==> src/rtl/des_pkg.sv <==
// Shared DES definitions: permutation tables, shift schedule, widths and
// the key-schedule state encoding, plus 28-bit half rotations.
package des_pkg;

  localparam int KEY_W    = 64;
  localparam int CD_W     = 28;
  localparam int SUBKEY_W = 48;

  typedef enum logic {
    IDLE = 1'b0,
    RUN  = 1'b1
  } state_t;

  // Table entries use the standard 1-based bit numbering (bit 1 = MSB).
  localparam int PC1 [56] = '{
    57, 49, 41, 33, 25, 17,  9,
     1, 58, 50, 42, 34, 26, 18,
    10,  2, 59, 51, 43, 35, 27,
    19, 11,  3, 60, 52, 44, 36,
    63, 55, 47, 39, 31, 23, 15,
     7, 62, 54, 46, 38, 30, 22,
    14,  6, 61, 53, 45, 37, 29,
    21, 13,  5, 28, 20, 12,  4
  };

  localparam int PC2 [48] = '{
    14, 17, 11, 24,  1,  5,
     3, 28, 15,  6, 21, 10,
    23, 19, 12,  4, 26,  8,
    16,  7, 27, 20, 13,  2,
    41, 52, 31, 37, 47, 55,
    30, 40, 51, 45, 33, 48,
    44, 49, 39, 56, 34, 53,
    46, 42, 50, 36, 29, 32
  };

  // Index 0 is round 1.
  localparam logic [1:0] SHIFT [16] = '{
    2'd1, 2'd1, 2'd2, 2'd2, 2'd2, 2'd2, 2'd2, 2'd2,
    2'd1, 2'd2, 2'd2, 2'd2, 2'd2, 2'd2, 2'd2, 2'd1
  };

  function automatic logic [CD_W-1:0] rotl28(input logic [CD_W-1:0] x,
                                             input logic [1:0] n);
    return (n == 2'd2) ? {x[CD_W-3:0], x[CD_W-1:CD_W-2]}
                       : {x[CD_W-2:0], x[CD_W-1]};
  endfunction

  function automatic logic [CD_W-1:0] rotr28(input logic [CD_W-1:0] x,
                                             input logic [1:0] n);
    return (n == 2'd2) ? {x[1:0], x[CD_W-1:2]}
                       : {x[0], x[CD_W-1:1]};
  endfunction

endpackage

==> src/rtl/des_pc2.sv <==
// Pure combinational DES Permuted Choice 2: 56-bit {C,D} to 48-bit subkey.
module des_pc2
  import des_pkg::*;
(
  input  logic [2*CD_W-1:0]   cd,
  output logic [SUBKEY_W-1:0] subkey
);

  always_comb begin
    subkey = '0;
    for (int i = 0; i < SUBKEY_W; i++) begin
      subkey[SUBKEY_W-1-i] = cd[2*CD_W - PC2[i]];
    end
  end

endmodule

==> src/rtl/des_key_schedule.sv <==
// Iterative DES key schedule: loads a key, then emits 16 subkeys in
// encrypt (K1..K16) or decrypt (K16..K1) order over a valid/ready port.
module des_key_schedule
  import des_pkg::*;
#(
  parameter bit CHECK_PARITY = 1'b0
) (
  input  logic                clk,
  input  logic                rst,
  input  logic                start,
  input  logic                decrypt,
  input  logic [KEY_W-1:0]    key,
  output logic                ready,
  output logic [SUBKEY_W-1:0] subkey,
  output logic                subkey_valid,
  input  logic                subkey_ready,
  output logic [3:0]          round_idx,
  output logic                last,
  output logic                parity_err,
  output state_t              fsm_state
);

  // Handshake: a subkey transfers on every rising edge where
  // subkey_valid && subkey_ready. subkey_valid never depends on
  // subkey_ready, and subkey/round_idx/last hold until the transfer.

  state_t          state, state_n;
  logic [CD_W-1:0] c, c_n, d, d_n;
  logic [3:0]      cnt, cnt_n;
  logic            mode, mode_n;
  logic            perr_n;
  logic [2*CD_W-1:0] cd0;
  logic            key_even;

  always_comb begin
    cd0 = '0;
    for (int i = 0; i < 2*CD_W; i++) begin
      cd0[2*CD_W-1-i] = key[KEY_W - PC1[i]];
    end
  end

  always_comb begin
    key_even = 1'b0;
    for (int b = 0; b < KEY_W/8; b++) begin
      key_even = key_even | ~(^key[8*b +: 8]);
    end
  end

  always_ff @(posedge clk) begin
    if (!rst) begin
      state      <= IDLE;
      c          <= '0;
      d          <= '0;
      cnt        <= '0;
      mode       <= 1'b0;
      parity_err <= 1'b0;
    end else begin
      state      <= state_n;
      c          <= c_n;
      d          <= d_n;
      cnt        <= cnt_n;
      mode       <= mode_n;
      parity_err <= perr_n;
    end
  end

  always_comb begin
    state_n = state;
    c_n     = c;
    d_n     = d;
    cnt_n   = cnt;
    mode_n  = mode;
    perr_n  = parity_err;
    case (state)
      IDLE: begin
        if (start) begin
          // A total left shift of 28 is the identity, so decrypt starts at K16.
          if (decrypt) begin
            c_n = cd0[2*CD_W-1:CD_W];
            d_n = cd0[CD_W-1:0];
          end else begin
            c_n = rotl28(cd0[2*CD_W-1:CD_W], 2'd1);
            d_n = rotl28(cd0[CD_W-1:0], 2'd1);
          end
          cnt_n   = '0;
          mode_n  = decrypt;
          perr_n  = CHECK_PARITY && key_even;
          state_n = RUN;
        end
      end
      RUN: begin
        if (subkey_ready) begin
          if (cnt == 4'd15) begin
            cnt_n   = '0;
            state_n = IDLE;
          end else begin
            cnt_n = cnt + 4'd1;
            if (mode) begin
              c_n = rotr28(c, SHIFT[4'd15 - cnt]);
              d_n = rotr28(d, SHIFT[4'd15 - cnt]);
            end else begin
              c_n = rotl28(c, SHIFT[cnt + 4'd1]);
              d_n = rotl28(d, SHIFT[cnt + 4'd1]);
            end
          end
        end
      end
      default: state_n = IDLE;
    endcase
  end

  assign ready        = (state == IDLE);
  assign subkey_valid = (state == RUN);
  assign round_idx    = cnt;
  assign last         = (state == RUN) && (cnt == 4'd15);
  assign fsm_state    = state;

  des_pc2 u_pc2 (
    .cd     ({c, d}),
    .subkey (subkey)
  );

endmodule

==> config.mk <==
export PLATFORM = sky130hd
export DESIGN_NAME = des_key_schedule
export DESIGN_NICKNAME = d
export VERILOG_FILES = /design/src/rtl/des_pkg.sv /design/src/rtl/des_pc2.sv /design/src/rtl/des_key_schedule.sv
export SDC_FILE = /design/constraint.sdc
export NUM_CORES = 1
export LEC_CHECK = 0
export ABC_AREA = 1
export CORE_ASPECT_RATIO = 0.5
export CORE_MARGIN = 2
export CORE_UTILIZATION = 50
export CTS_CLUSTER_SIZE = 8
export DETAILED_ROUTE_END_ITERATION = 6
export PLACE_DENSITY_LB_ADDON = 0.08
export SYNTH_ARGS = -nofsm -noshare
export SYNTH_HDL_FRONTEND = slang
export SYNTH_HIERARCHICAL = 1
export SYNTH_SLANG_ARGS = --single-unit
==> constraint.sdc <==
create_clock -name clk -period 2.3 [get_ports clk]
set_input_delay 0.345 -clock clk [delete_from_list [all_inputs] [get_ports clk]]
set_output_delay 0.345 -clock clk [all_outputs]
set_load 0.05 [all_outputs]
==> run_results.csv, run 1 <==
group,metric,value,unit
flow_run,cap_violations,0,
logic_synthesis,netlist_area,6430,µm²
power_and_ir_drop,leakage,3.04,nW
critical_path,startpoint_type,"flip-flop",
global_route,antenna_found_initial,0,
critical_path,worstPathRequired,1.96,ns
logic_synthesis,synth-seq-cells,62,
timing,worstMarginPinSlew,0.675,ns
timing,setup-tns-final,0,ns
route,num_vias,7416,
cells_and_area,layout_commonest_cell,"nand2_1",
power_and_ir_drop,p_seq_frac,0.281,
critical_path,path_delay_family,"buffers and inverters",
logic_synthesis,syn_inst,1168,
hold_path,hold_path.class,"flip-flop to flip-flop",
logic_synthesis,yosysUniqueCellTypes,22,
critical_path,cp_num_buf_inv,1,
timing,grt_setup_unrepaired,"false",
clock_network,ctsLongestPathBuffers,2,
route,dr_wl_met3,1.35,mm
global_route,grt_first_pass_wirelength,31.9,mm
logic_synthesis,ys_seq_area_frac,0.193,
timing,finalCritPeriodShare,0.909,
route,drc,0,
route,met2_length,8.67,mm
clock_network,holdBufCountCts,0,
placed_design,gp_congestion,0.848,
logic_synthesis,synth_fp_nets,1243,
cells_and_area,fin_util,0.612,
power_and_ir_drop,power_frac_clock,0.351,
clock_network,clk_pin_slew,0.06,ns
cells_and_area,area_delta_synth_final,19.8,%
global_route,grt_pass1_vias,6702,
timing,slew_headroom,0.550,
clock_network,ctsResizeCount,0,
floorplan,dieWidth,164,µm
clock_network,cts_root_buf,"clkbuf_16",
cells_and_area,diodes,0,
timing,finalHoldViolations,0,
floorplan,rows,29,
critical_path,worst-endpoint-arrival,1.75,ns
route,wl_met1,8.85,mm
route,drtIter0Drc,638,
cells_and_area,finalNetCount,1254,
clock_network,tritoncts,"built",
route,via_per_inst,5.48,
logic_synthesis,syn_area_per_cell,5.51,µm²
route,wl,19.1,mm
critical_path,crit_type,"flip-flop to primary output",
floorplan,io-pin-count,126,
floorplan,core_area,12600,µm²
timing,worst_clock_skew,0.00792,ns
critical_path,max_stage_delay,0.89,ns
power_and_ir_drop,sw_frac_of_total,0.365,
clock_network,clkLatencyLatePin,0.34,ns
cells_and_area,most-common-layout-cells,"346 x nand2_1, 191 x a21oi_1, 175 x nand3_1",
floorplan,die_area,13800,µm²
outcome,status,"finished, final reports clean",
floorplan,die_height,84.2,µm
route,highest_layer,"met4",
power_and_ir_drop,power_switching,1.64,mW
critical_path,crit_fanout,8,
clock_network,cts-htree-levels,3,
global_route,grt_usage,0.276,
power_and_ir_drop,combPwrFrac,0.368,
power_and_ir_drop,cellInternalPower,2.84,mW
timing,fmax,478,MHz
timing,maxSlewViolCount,0,
timing,setup_viol,0,
clock_network,cts_sinks,62,
floorplan,start_util,0.511,
placed_design,dp_hpwl,12.1,mm
clock_network,post_cts_buffers,0,
power_and_ir_drop,ir_worst_vdd,388,µV
clock_network,cts_buffers,9,
global_route,grt.overflow.total,0,
route,drtAntennaViolNets,0,
placed_design,port_buffers,116,
power_and_ir_drop,power_density,581,nW/µm²
global_route,grt_max_degree,62,
route,wl_per_cell,14.1,µm
critical_path,end_kind,"primary output",
route,firstDrtPassIters,5,
critical_path,crit_slowest_cell,"clkdlybuf4s50_1",
timing,period_needed,2.09,ns
critical_path,path_cells,"clkdlybuf4s50_1",
cells_and_area,drive_gt1_frac,0.0828,
logic_synthesis,synth-warning-count,6,
-- power groups by stage --
stage / logic (mW) / clock network, mW / registers, mW
after global placement: 1.62 / 0 / 1.28
after detailed placement: 1.63 / 0 / 1.28
after global routing: 1.81 / 1.64 / 1.27
final: 1.65 / 1.57 / 1.26
after CTS: 1.64 / 1.60 / 1.26
after floorplan: 1.27 / 0 / 1.26
-- registers in the layout, indices dropped and copies added, names as in the netlist --
| register | flops |
|---|---|
| mode | 1 |
| d | 28 |
| fsm_state | 1 |
| round_idx | 4 |
| c | 28 |
-- worst paths after layout --
path / start / to / slack [ns] / cells past startpoint
setup / recovery: round_idx[2]$_SDFFE_PN0P_ / round_idx[2] / 0.21 / 1
hold reg to reg: c[6]$_SDFFE_PN0P_ / c[6]$_SDFFE_PN0P_ / 0.49 / 2
setup reg to reg: round_idx[1]$_SDFFE_PN0P_ / d[24]$_SDFFE_PN0P_ / 0.32 / 12
hold / removal: c[6]$_SDFFE_PN0P_ / c[6]$_SDFFE_PN0P_ / 0.49 / 2
-- logic make-up (layout without fill, tap and decap cells) --
group	count (synthesis)	count (layout)	synth area share
AO/OA/AOI/OAI	233	233	0.205
adder cells (fa/ha/maj)	6	6	0.0117
buffers and inverters	219	235	0.176
flip-flops	62	62	0.193
other	1	1	0.000583
AND/OR/NAND/NOR	647	647	0.414
-- cells in the mapped netlist --
library cell	count	area (µm²)
buf_4	52	390
dfxtp_1	62	1240
a21oi_1	191	956
nand3_1	176	881
buf_1	4	15.0
inv_1	67	251
a21oi_2	36	315
nand4_1	1	6.26
nor2_1	119	447
nand2_2	3	18.8
o21ai_4	1	16.3
nand2_1	347	1300
o21ai_0	4	20.0
a221oi_1	1	8.76
buf_6	9	101
ha_1	6	75.1
nand3_2	1	10.0
buf_2	35	175
inv_2	5	18.8
clkbuf_1	46	173
clkinv_1	1	3.75
conb_1	1	3.75
-- cell type report --
cell class,instances,area [µm²]
Fill cell,1251,4890
Multi-Input combinational cell,887,4090
Timing Repair Buffer,146,1550
Sequential cell,62,1240
Inverter,73,274
Clock buffer,12,236
Tap cell,170,213
Clock inverter,4,95.1
-- routing by layer --
layer / up-vias / track usage
li1: 3741 / -
met1: 3359 / 0.369
met2: 289 / 0.466
met3: 27 / 0.0504
met4: 0 / 0.0585
met5: - / 0
-- per-stage QoR --
| stage | cell area [µm²] | cells | power, mW | setup slack [ns] | hold slack [ns] |
|---|---|---|---|---|---|
| finish | 7700 | 1354 | 4.48 | 0.208 | 0.491 |
| floorplan | 6440 | 1168 | 2.53 | 0.00495 | 0.456 |
| global route | 7700 | 1354 | 4.73 | 0.0895 | 0.513 |
| CTS | 7700 | 1354 | 4.50 | 0.195 | 0.489 |
| global placement | 7370 | 1338 | 2.90 | 0.364 | 0.468 |
| detailed placement | 7370 | 1338 | 2.92 | 0.325 | 0.481 |
Note: power is estimated with default switching activity, not from simulation.
==> run 2, diff against run 1 <==
CAP_MARGIN = 5   (was not set)
CTS_BUF_LIST = sky130_fd_sc_hd__clkbuf_8   (was not set)
==> run 2 against run 1 <==
Core utilization is 0.80 points lower. Count of clock-buffer cells in the layout is 3 lower. Clock power is 25% lower. Die area stayed put. Cell count stayed put. Worst hold slack better by 0.0015 ns. First-iteration DRC count is 7.1% higher. Critical path type unchanged. Largest cell class unchanged. Largest power group unchanged. Highest routed layer unchanged.
==> run_results.csv, run 2 (synthesized netlist as in run 1, its figures left out) <==
group,metric,value,unit
clock_network,cts-htree-levels,3,
power_and_ir_drop,combPwrFrac,0.404,
critical_path,crit_fanout,8,
placed_design,port_buffers,116,
global_route,grt.overflow.total,0,
outcome,status,"finished, final reports clean",
global_route,grt_max_degree,62,
clock_network,holdBufCountCts,0,
critical_path,ff2ff_path_depth,12,
timing,worst_clock_skew,0.0105,ns
route,drc,0,
timing,finalCritPeriodShare,0.922,
floorplan,core_area,12600,µm²
cells_and_area,stdcell_count,1354,
critical_path,crit_slowest_cell,"clkdlybuf4s50_1",
timing,worstMarginPinSlew,0.678,ns
placed_design,dp_hpwl,12.1,mm
cells_and_area,final_area,7600,µm²
critical_path,path_cells,"clkdlybuf4s50_1",
global_route,grt_usage,0.276,
timing,period_needed,2.12,ns
power_and_ir_drop,sw_frac_of_total,0.390,
critical_path,startpoint_type,"flip-flop",
route,via_per_inst,5.48,
timing,layout_setup_ws,0.180,ns
clock_network,clkLatencyLatePin,0.35,ns
placed_design,dp.cells,1338,
power_and_ir_drop,ir_worst_vdd,253,µV
placed_design,gp_congestion,0.848,
global_route,grt_pass1_vias,6713,
critical_path,max_stage_delay,0.89,ns
route,wl,19.0,mm
clock_network,ctsLongestPathBuffers,2,
timing,maxSlewViolCount,0,
power_and_ir_drop,finalPower,4.08,mW
cells_and_area,diodes,0,
route,drtAntennaViolNets,0,
power_and_ir_drop,leakage,3.01,nW
power_and_ir_drop,cellInternalPower,2.49,mW
clock_network,post_cts_buffers,0,
clock_network,cts_sinks,62,
timing,setup-tns-final,0,ns
power_and_ir_drop,power_density,536,nW/µm²
critical_path,worstReg2RegEnd,"d[24]$_SDFFE_PN0P_",
critical_path,crit_type,"flip-flop to primary output",
critical_path,cp_num_buf_inv,1,
cells_and_area,area_delta_synth_final,18.2,%
route,firstDrtPassIters,5,
flow_run,cap_violations,0,
critical_path,r2r_start,"round_idx[1]$_SDFFE_PN0P_",
clock_network,cts_root_buf,"clkbuf_8",
floorplan,rows,29,
cells_and_area,fin_util,0.604,
clock_network,clk_pin_slew,0.07,ns
hold_path,hold_end,"c[6]$_SDFFE_PN0P_",
hold_path,hold_path.class,"flip-flop to flip-flop",
hold_path,hp-start,"c[6]$_SDFFE_PN0P_",
cells_and_area,layout_commonest_cell,"nand2_1",
floorplan,dieWidth,164,µm
critical_path,reg2reg_setup_slack,0.33,ns
global_route,antenna_found_initial,0,
cells_and_area,drive_gt1_frac,0.0828,
floorplan,start_util,0.511,
timing,finalHoldViolations,0,
floorplan,die_height,84.2,µm
critical_path,worstPathRequired,1.96,ns
clock_network,ctsResizeCount,0,
floorplan,die_area,13800,µm²
placed_design,dpl_cell_area,7370,µm²
timing,fmax,472,MHz
global_route,grt_first_pass_wirelength,31.9,mm
clock_network,cts_buffers,9,
timing,setup_viol,0,
route,num_vias,7418,
power_and_ir_drop,p_seq_frac,0.309,
clock_network,tritoncts,"built",
power_and_ir_drop,power_switching,1.59,mW
cells_and_area,finalNetCount,1254,
timing,holdWs,0.492,ns
hold_path,whs_path_depth,2,
route,drtIter0Drc,683,
critical_path,end_kind,"primary output",
timing,grt_setup_unrepaired,"false",
power_and_ir_drop,power_frac_clock,0.288,
cells_and_area,most-common-layout-cells,"346 x nand2_1, 191 x a21oi_1, 175 x nand3_1",
critical_path,worst-endpoint-arrival,1.77,ns
route,wl_per_cell,14.1,µm
timing,slew_headroom,0.548,
critical_path,path_delay_family,"buffers and inverters",
floorplan,io-pin-count,126,
placed_design,pre_cts_ws,0.325,ns
[run 2: cell count changes in the layout (fill, tap and decap cells not counted)]
cell,delta
clkbuf_16,-9
clkbuf_8,+9
clkbuf_1,-3
inv_1,+3
[run 2: power by group through the flow]
stage          Sequential [mW]  Clock (mW)  Combinational, mW
6_report                  1.26        1.17               1.65
5_1_grt                   1.27        1.25               1.81
4_1_cts                   1.26        1.20               1.64
3_5_place_dp              1.28           0               1.63
3_3_place_gp              1.28           0               1.62
2_1_floorplan             1.26           0               1.27
[run 2: how the worst max path moves through the flow]
stage	to	cells after the start	startpoint
floorplan	last	4	fsm_state$_SDFF_PN0_
global placement	c[23]$_SDFFE_PN0P_	10	subkey_ready
detailed placement	d[24]$_SDFFE_PN0P_	9	subkey_ready
CTS	round_idx[1]	2	round_idx[1]$_SDFFE_PN0P_
global route	c[24]$_SDFFE_PN0P_	13	round_idx[0]$_SDFFE_PN0P_
finish	round_idx[2]	1	round_idx[2]$_SDFFE_PN0P_
[run 2: final cells by class]
| type | instances | area, µm² |
|---|---|---|
| clock inverters | 7 | 106 |
| fillers | 1262 | 4990 |
| flip-flops and latches | 62 | 1240 |
| well taps | 170 | 213 |
| repair buffers | 146 | 1550 |
| multi-input cells | 887 | 4090 |
| inverters | 73 | 274 |
| clock buffers | 9 | 124 |
[run 2: tightest hold or removal path, delay by kind of cell (launching register included)]
| family | cells | cell delay, ns |
|---|---|---|
| AOI/OAI and AO/OA | 1 | 0.06 |
| and+or+nand+nor | 1 | 0.06 |
| DFF | 1 | 0.33 |
[run 2: per-layer routing]
metal,up-vias,track usage,share of wire
met1,3390,0.368,0.46
met5,-,0,0
met3,27,0.0514,0.068
met4,0,0.0569,0.013
li1,3741,-,-
met2,260,0.466,0.45
